**src/rtl/rfsoc_config_pkg.sv**
```systemverilog
// Shared RFSoC datapath constants and types.
// Used by the PL-to-PS AXI-Stream width converter.
package rfsoc_config;

    localparam int pl_width = 256;
    localparam int ps_width_default = 32;
    localparam int words_per_beat = pl_width / ps_width_default;

    typedef enum logic {
        IDLE,
        SEND
    } state_t;

    function automatic int beat_words(input int ps_width);
        return pl_width / ps_width;
    endfunction

endpackage

```
**src/rtl/axis_pl_to_ps.sv**
```systemverilog
// 256-bit PL AXI-Stream beats split into narrower PS words, MSB word first.
// A one-entry skid buffer lets the next beat land while the current one drains.
module axis_pl_to_ps
    import rfsoc_config::*;
#(
    parameter int ps_axis_width = 32
) (
    input  logic                     clk,
    input  logic                     rst,
    input  logic [pl_width-1:0]      s_axis_tdata,
    input  logic                     s_axis_tvalid,
    output logic                     s_axis_tready,
    output logic [ps_axis_width-1:0] m_axis_tdata,
    output logic                     m_axis_tvalid,
    input  logic                     m_axis_tready,
    output logic                     m_axis_tlast
);

    localparam int wpb = beat_words(ps_axis_width);
    localparam int cw = (wpb > 1) ? $clog2(wpb) : 1;
    localparam logic [cw-1:0] last_cnt = cw'(wpb - 1);

    if (pl_width % ps_axis_width != 0) begin : g_bad_width
        $error("ps_axis_width must divide 256");
    end

    state_t              state, state_n;
    logic [pl_width-1:0] sreg, sreg_n;
    logic [pl_width-1:0] hbuf, hbuf_n;
    logic [cw-1:0]       cnt, cnt_n;
    logic                hvalid, hvalid_n;
    logic                accept;
    logic                last_hs;

    assign s_axis_tready = ~hvalid;
    assign accept        = s_axis_tvalid & ~hvalid;
    assign m_axis_tvalid = (state == SEND);
    assign m_axis_tlast  = (state == SEND) && (cnt == last_cnt);
    assign m_axis_tdata  = sreg[pl_width-1 -: ps_axis_width];
    assign last_hs       = m_axis_tlast & m_axis_tready;

    always_comb begin
        state_n  = state;
        sreg_n   = sreg;
        cnt_n    = cnt;
        hbuf_n   = hbuf;
        hvalid_n = hvalid;
        unique case (state)
            IDLE: begin
                if (accept) begin
                    sreg_n  = s_axis_tdata;
                    cnt_n   = '0;
                    state_n = SEND;
                end
            end
            SEND: begin
                if (m_axis_tready) begin
                    if (cnt != last_cnt) begin
                        sreg_n = sreg << ps_axis_width;
                        cnt_n  = cnt + cw'(1);
                    end else if (hvalid) begin
                        sreg_n   = hbuf;
                        hvalid_n = 1'b0;
                        cnt_n    = '0;
                    end else if (accept) begin
                        sreg_n = s_axis_tdata;
                        cnt_n  = '0;
                    end else begin
                        state_n = IDLE;
                    end
                end
                // A beat arriving on the final handshake bypasses the skid slot
                if (accept && !last_hs) begin
                    hbuf_n   = s_axis_tdata;
                    hvalid_n = 1'b1;
                end
            end
            default: state_n = IDLE;
        endcase
    end

    always_ff @(posedge clk or negedge rst) begin
        if (!rst) begin
            state  <= IDLE;
            sreg   <= '0;
            hbuf   <= '0;
            cnt    <= '0;
            hvalid <= 1'b0;
        end else begin
            state  <= state_n;
            sreg   <= sreg_n;
            hbuf   <= hbuf_n;
            cnt    <= cnt_n;
            hvalid <= hvalid_n;
        end
    end

endmodule

```
**config.mk**
```make
export PLATFORM = sky130hd
export DESIGN_NAME = axis_pl_to_ps
export DESIGN_NICKNAME = d
export VERILOG_FILES = /design/src/rtl/rfsoc_config_pkg.sv /design/src/rtl/axis_pl_to_ps.sv
export SDC_FILE = /design/constraint.sdc
export NUM_CORES = 1
export LEC_CHECK = 0
export BUFFER_PORTS_ARGS = -buffer_cell sky130_fd_sc_hd__buf_2
export CORE_MARGIN = 4
export CORE_UTILIZATION = 60
export CTS_BUF_LIST = sky130_fd_sc_hd__clkbuf_8
export DETAILED_ROUTE_END_ITERATION = 8
export HOLD_SLACK_MARGIN = 0.05
export PLACE_DENSITY = 0.86
export SYNTH_ARGS = -nofsm -noshare
export SYNTH_HDL_FRONTEND = slang
export SYNTH_SLANG_ARGS = --single-unit
```
**constraint.sdc**
```tcl
create_clock -name clk -period 2.7 [get_ports clk]
set_clock_uncertainty 0.1 [all_clocks]
set_input_delay 0.675 -clock clk [delete_from_list [all_inputs] [get_ports clk]]
set_output_delay 0.675 -clock clk [all_outputs]
set_load 0.02 [all_outputs]
```
Word level (Yosys, flattened, before mapping)
Cells that the tools add are included.
{ "word_totals": {"elab_cells": 38, "out_inout_bits": 35, "input_bits": 260, "register_bits": 517} }
{ "classes": {"reduce_logical": 6, "add_sub_neg": 1, "eq_ne": 4, "n_mux": 18, "n_bitwise": 4} }
{ "op_table": {"columns": ["cell", "count"], "rows": [
  ["$mux W256", 4],
  ["$pmux W256 S2", 1],
  ["$mux W3", 4],
  ["$mux W1", 7],
  ["$pmux W3 S2", 1],
  ["$add A3 B1 Y3 const B", 1],
  ["$eq A3 B3 Y1 const B", 1],
  ["$ne A3 B3 Y1 const B", 1],
  ["$reduce_and A3 Y1", 1],
  ["$and A1 B1 Y1", 2],
  ["$logic_and A1 B1 Y1", 2],
  ["$ne A2 B1 Y1 const B", 1],
  ["$ne A2 B2 Y1 const B", 1],
  ["$not A1 Y1", 2],
  ["$pmux W1 S2", 1],
  ["$reduce_and A2 Y1", 1],
  ["$reduce_bool A2 Y1", 1],
  ["$logic_not A1 Y1", 1]
]} }

Longest topological paths before layout
{ "logic_depth": {"depth_word": 7, "depth_mapped": 9, "ltp_nobuf": 6} }

Least setup slack after synthesis
OpenSTA, ideal clock, no wires.
{ "synth_path": {"path_type": "flip-flop to output port", "start": "reg cnt[0]", "end": "out m_axis_tlast", "stages_incl_launch_ff": 6, "n_path_buf": 2, "t_arrival_ps": 1418, "t_required_ps": 1925, "slack_ps": 507, "cell_sequence": "dfrtp_1 -> ha_1 -> ha_1 -> buf_2 -> clkbuf_1 -> and2_1"} }
{ "synth_via": {"elab_chain_len": 2} }
{ "synth_lines": {"columns": ["element", "line", "rtl"], "rows": [
  ["start, declared", "axis_pl_to_ps.sv:30", "logic [cw-1:0] cnt, cnt_n;"],
  ["start signal, assigned", "axis_pl_to_ps.sv:93", "cnt <= cnt_n;"],
  ["$eq A3 B3 Y1", "axis_pl_to_ps.sv:38", "assign m_axis_tlast = (state == SEND) && (cnt == last_cnt);"],
  ["$logic_and A1 B1 Y1", "axis_pl_to_ps.sv:38", null],
  ["end, declared", "axis_pl_to_ps.sv:16", "output logic m_axis_tlast"]
]} }
No other way between the ends.

Worst setup path in the final report
{ "layout_path": {"start": "reg hvalid", "end": "out s_axis_tready"} }
{ "layout_via": {"elab_chain_len": 1} }
{ "layout_lines": {"columns": ["element", "line", "rtl"], "rows": [
  ["start, declared", "axis_pl_to_ps.sv:31", "logic hvalid, hvalid_n;"],
  ["start signal, assigned", "axis_pl_to_ps.sv:94", "hvalid <= hvalid_n;"],
  ["$not A1 Y1", "axis_pl_to_ps.sv:35", "assign s_axis_tready = ~hvalid;"],
  ["end, declared", "axis_pl_to_ps.sv:12", "output logic s_axis_tready,"]
]} }
No other way between the ends.

==> impl_results.md <==
* Status: finished, final reports clean
* Non-Filler Instances at 2908
* IO Count at 295
* Setup crit end kind: primary output
* Fin area at 27300 um2
* Pwr/cell area at 1000 nW/um2
* Global-route wire length before repair at 102 mm
* Max-slew violation count at 0
* Die Y at 207 um
* Cell variety after synth at 26
* Worst Max-Slew Pin Slew at 0.644 ns
* Core area at 38800 um2
* Root buf cell: clkbuf_8
* Pre-CTS setup slack at 0.228 ns
* Vias per cell at 6.26
* WP data arrival at 1.81 ns
* Via Count at 18196
* Max_cap viols at 0
* CP startpoint kind: flop
* Reg-to-reg setup timing slack at 0.29 ns
* CP required at 1.92 ns
* Detailed-route DRC error count at 0
* Max Clock Freq at 387 MHz
* Post-Synthesis Cells at 2093
* Routed len/inst at 22.5 um
* GPL Wtd Cong at 0.901
* Net Count, Synth at 2355
* CP Max Fanout at 33
* Final core occ at 70.3%
* Total global routing overflow at 0
* Startpoint of the worst setup timing path: hvalid$_DFFE_PN0P_
* Placed cells at 2750
* HPWL after DPL at 42.5 mm
* Vias in the first global route at 18386
* GRT Util Overall at 30.2%
* CTS sink cnt at 517
* Ys Warns at 0
* # H-tree levels at 3
* Row Count at 72
* TritonCTS buffer count at 84
* Worst Setup Path Type: flop to primary output
* Nets at 2581
* Slew margin rel. at 57.1%
* Dpl cell area at 25600 um2
* Worst skew pair latency at 0.63 ns
* DIE WIDTH at 207 um
* Final Setup Violations at 0
* Syn_area_per_cell at 11.3 um2
* Period minus WS final at 2.59 ns
* Pin count of the biggest net entering global routing at 121
* CTS tree: done
* Sequential share of the synthesized area at 54.7%
* Hold Startpoint: s_axis_tdata[132]
* Post-route worst setup slack at 0.113 ns
* Yosys top cell by area: dfrtp_1
* Remaining antenna violation count at 0
* Hold violation total from the final report at 0
* IO Port Bufs at 294
* Flops & latches, synth at 517
* Initial antenna violation count at 25
* CTS max path bufs at 3
* RSZ-0062 raised after global routing: no
* Post-Synthesis Cell Area at 23700 um2
* R2R Path Start: cnt[0]$_DFFE_PN0P_
* Share of cells above drive strength 1 at 30.9%
* Initial core utilization at 60.9%
* Clock-pin slew on the worst setup and hold paths at 0.07 ns
* Buffer count from post-CTS setup fixing at 0
* Tcrit/Tclk final at 95.8%
* First-pass detailed-route iteration total at 6
* Area growth syn-to-layout at 15.4%
* VDD IR max at 0.000518 V
* Drt total wl at 65.4 mm
* P_leak at 0.0134 uW
* Top cells by area, synth: dfrtp_1, mux2_2, a221o_1
* Setup total negative slack at 0 ns
* Hold WC Path Type: primary input to flop
* Post-synth top area share at 54.7%
* Iter 0 DRT Violations at 2015
* Die area at 42700 um2
-- cell usage after synthesis, drive strengths merged --
cell,instances
clkbuf,75
a221o,224
a22o,34
and3,1
a31oi,1
nand3,2
buf,133
ha,2
inv,2
mux2,257
nor2b,224
a21oi,259
o21bai,32
and2,2
o21ai,1
dfrtp,517
nor2,225
nand2,99
nand2b,2
o22ai,1
-- where the power goes --
part | switching [uW] | internal, uW | leakage [uW] | total (uW)
combinational | 3870 | 3950 | 0.00567 | 7820
sequential | 1910 | 10900 | 0.00672 | 12800
clock | 3070 | 3690 | 0.000976 | 6760
total | 8850 | 18500 | 0.0134 | 27300
-- cell usage in the layout (no fill, tap or decap), types with 2 or more instances in the layout --
master | synthesis | final
dfrtp_1 | 517 | 516
buf_2 | 86 | 293
a21oi_1 | 258 | 258
mux2_2 | 257 | 257
nor2_1 | 225 | 224
a221o_1 | 224 | 224
nor2b_1 | 224 | 223
clkbuf_8 | 0 | 109
nand2_1 | 98 | 98
a22o_1 | 34 | 34
o21bai_1 | 32 | 32
buf_12 | 0 | 29
inv_1 | 1 | 27
buf_4 | 38 | 23
diode_2 | 0 | 11
clkinv_2 | 0 | 9
nand2b_1 | 2 | 2
-- stage by stage --
| step | total power [uW] | hold slack (ns) |
|---|---|---|
| floorplan | 18200 | 0.279 |
| CTS | 27400 | 0.142 |
| detailed placement | 20600 | 0.379 |
| global placement | 20000 | 0.369 |
| finish | 27300 | 0.180 |
| global route | 28900 | 0.151 |
-- metal layers --
metal | GRT usage, % | share of wire (%) | wire length [um] | vias up
met3 | 6.75 | 7.6 | 4940 | 215
met2 | 47.8 | 48 | 31100 | 778
met5 | 0 | 0.38 | 250 | -
met4 | 13.7 | 4.7 | 3100 | 38
met1 | 40.4 | 40 | 26000 | 9185
li1 | - | - | - | 7980
-- path summary, 6_finish.rpt --
kind,end,cells past startpoint
worst max-delay path,s_axis_tready,3
worst min-delay path,sreg[132]$_DFFE_PN0P_,2
worst max register to register,sreg[233]$_DFFE_PN0P_,7
worst min register to register,sreg[7]$_DFFE_PN0P_,2
max in group asynchronous,sreg[31]$_DFFE_PN0P_,3
min in group asynchronous,sreg[253]$_DFFE_PN0P_,2
-- area by class of cell --
| type | instances | area, um2 |
|---|---|---|
| Multi-Input combinational cell | 1366 | 9750 |
| Clock inverter | 37 | 181 |
| Tap cell | 518 | 648 |
| Inverter | 2 | 7.51 |
| Sequential cell | 517 | 12900 |
| Antenna cell | 11 | 27.5 |
| Clock buffer | 109 | 1500 |
| Fill cell | 2707 | 11500 |
| Timing Repair Buffer | 348 | 2260 |
-- cells by family after synthesis --
logic type | synth area share [%]
AOI/OAI and AO/OA | 17.3
adders and majority gates | 0.106
buffers and inverters | 4.42
DFF | 54.7
muxes | 12.2
and+or+nand+nor | 11.2
-- sequential cells by signal, summed over array words and instances (netlist names) --
signal and flops:
cnt 3, m_axis_tvalid 1, hbuf 256, sreg 256, hvalid 1
-- worst max-delay path, cell delays in order, from the launching register on --
cell and delay, ns:
dfrtp_1 0.52, inv_2 0.12, buf_6 0.28, buf_2 0.23
-- repair_timing --
action,4_1_cts,5_1_grt
hold buffers,1,0
hold endpoints to repair,26,0
endpoints found under the setup margin,0,2
gates resized for setup,0,2
(Power assumes the default switching activity.)
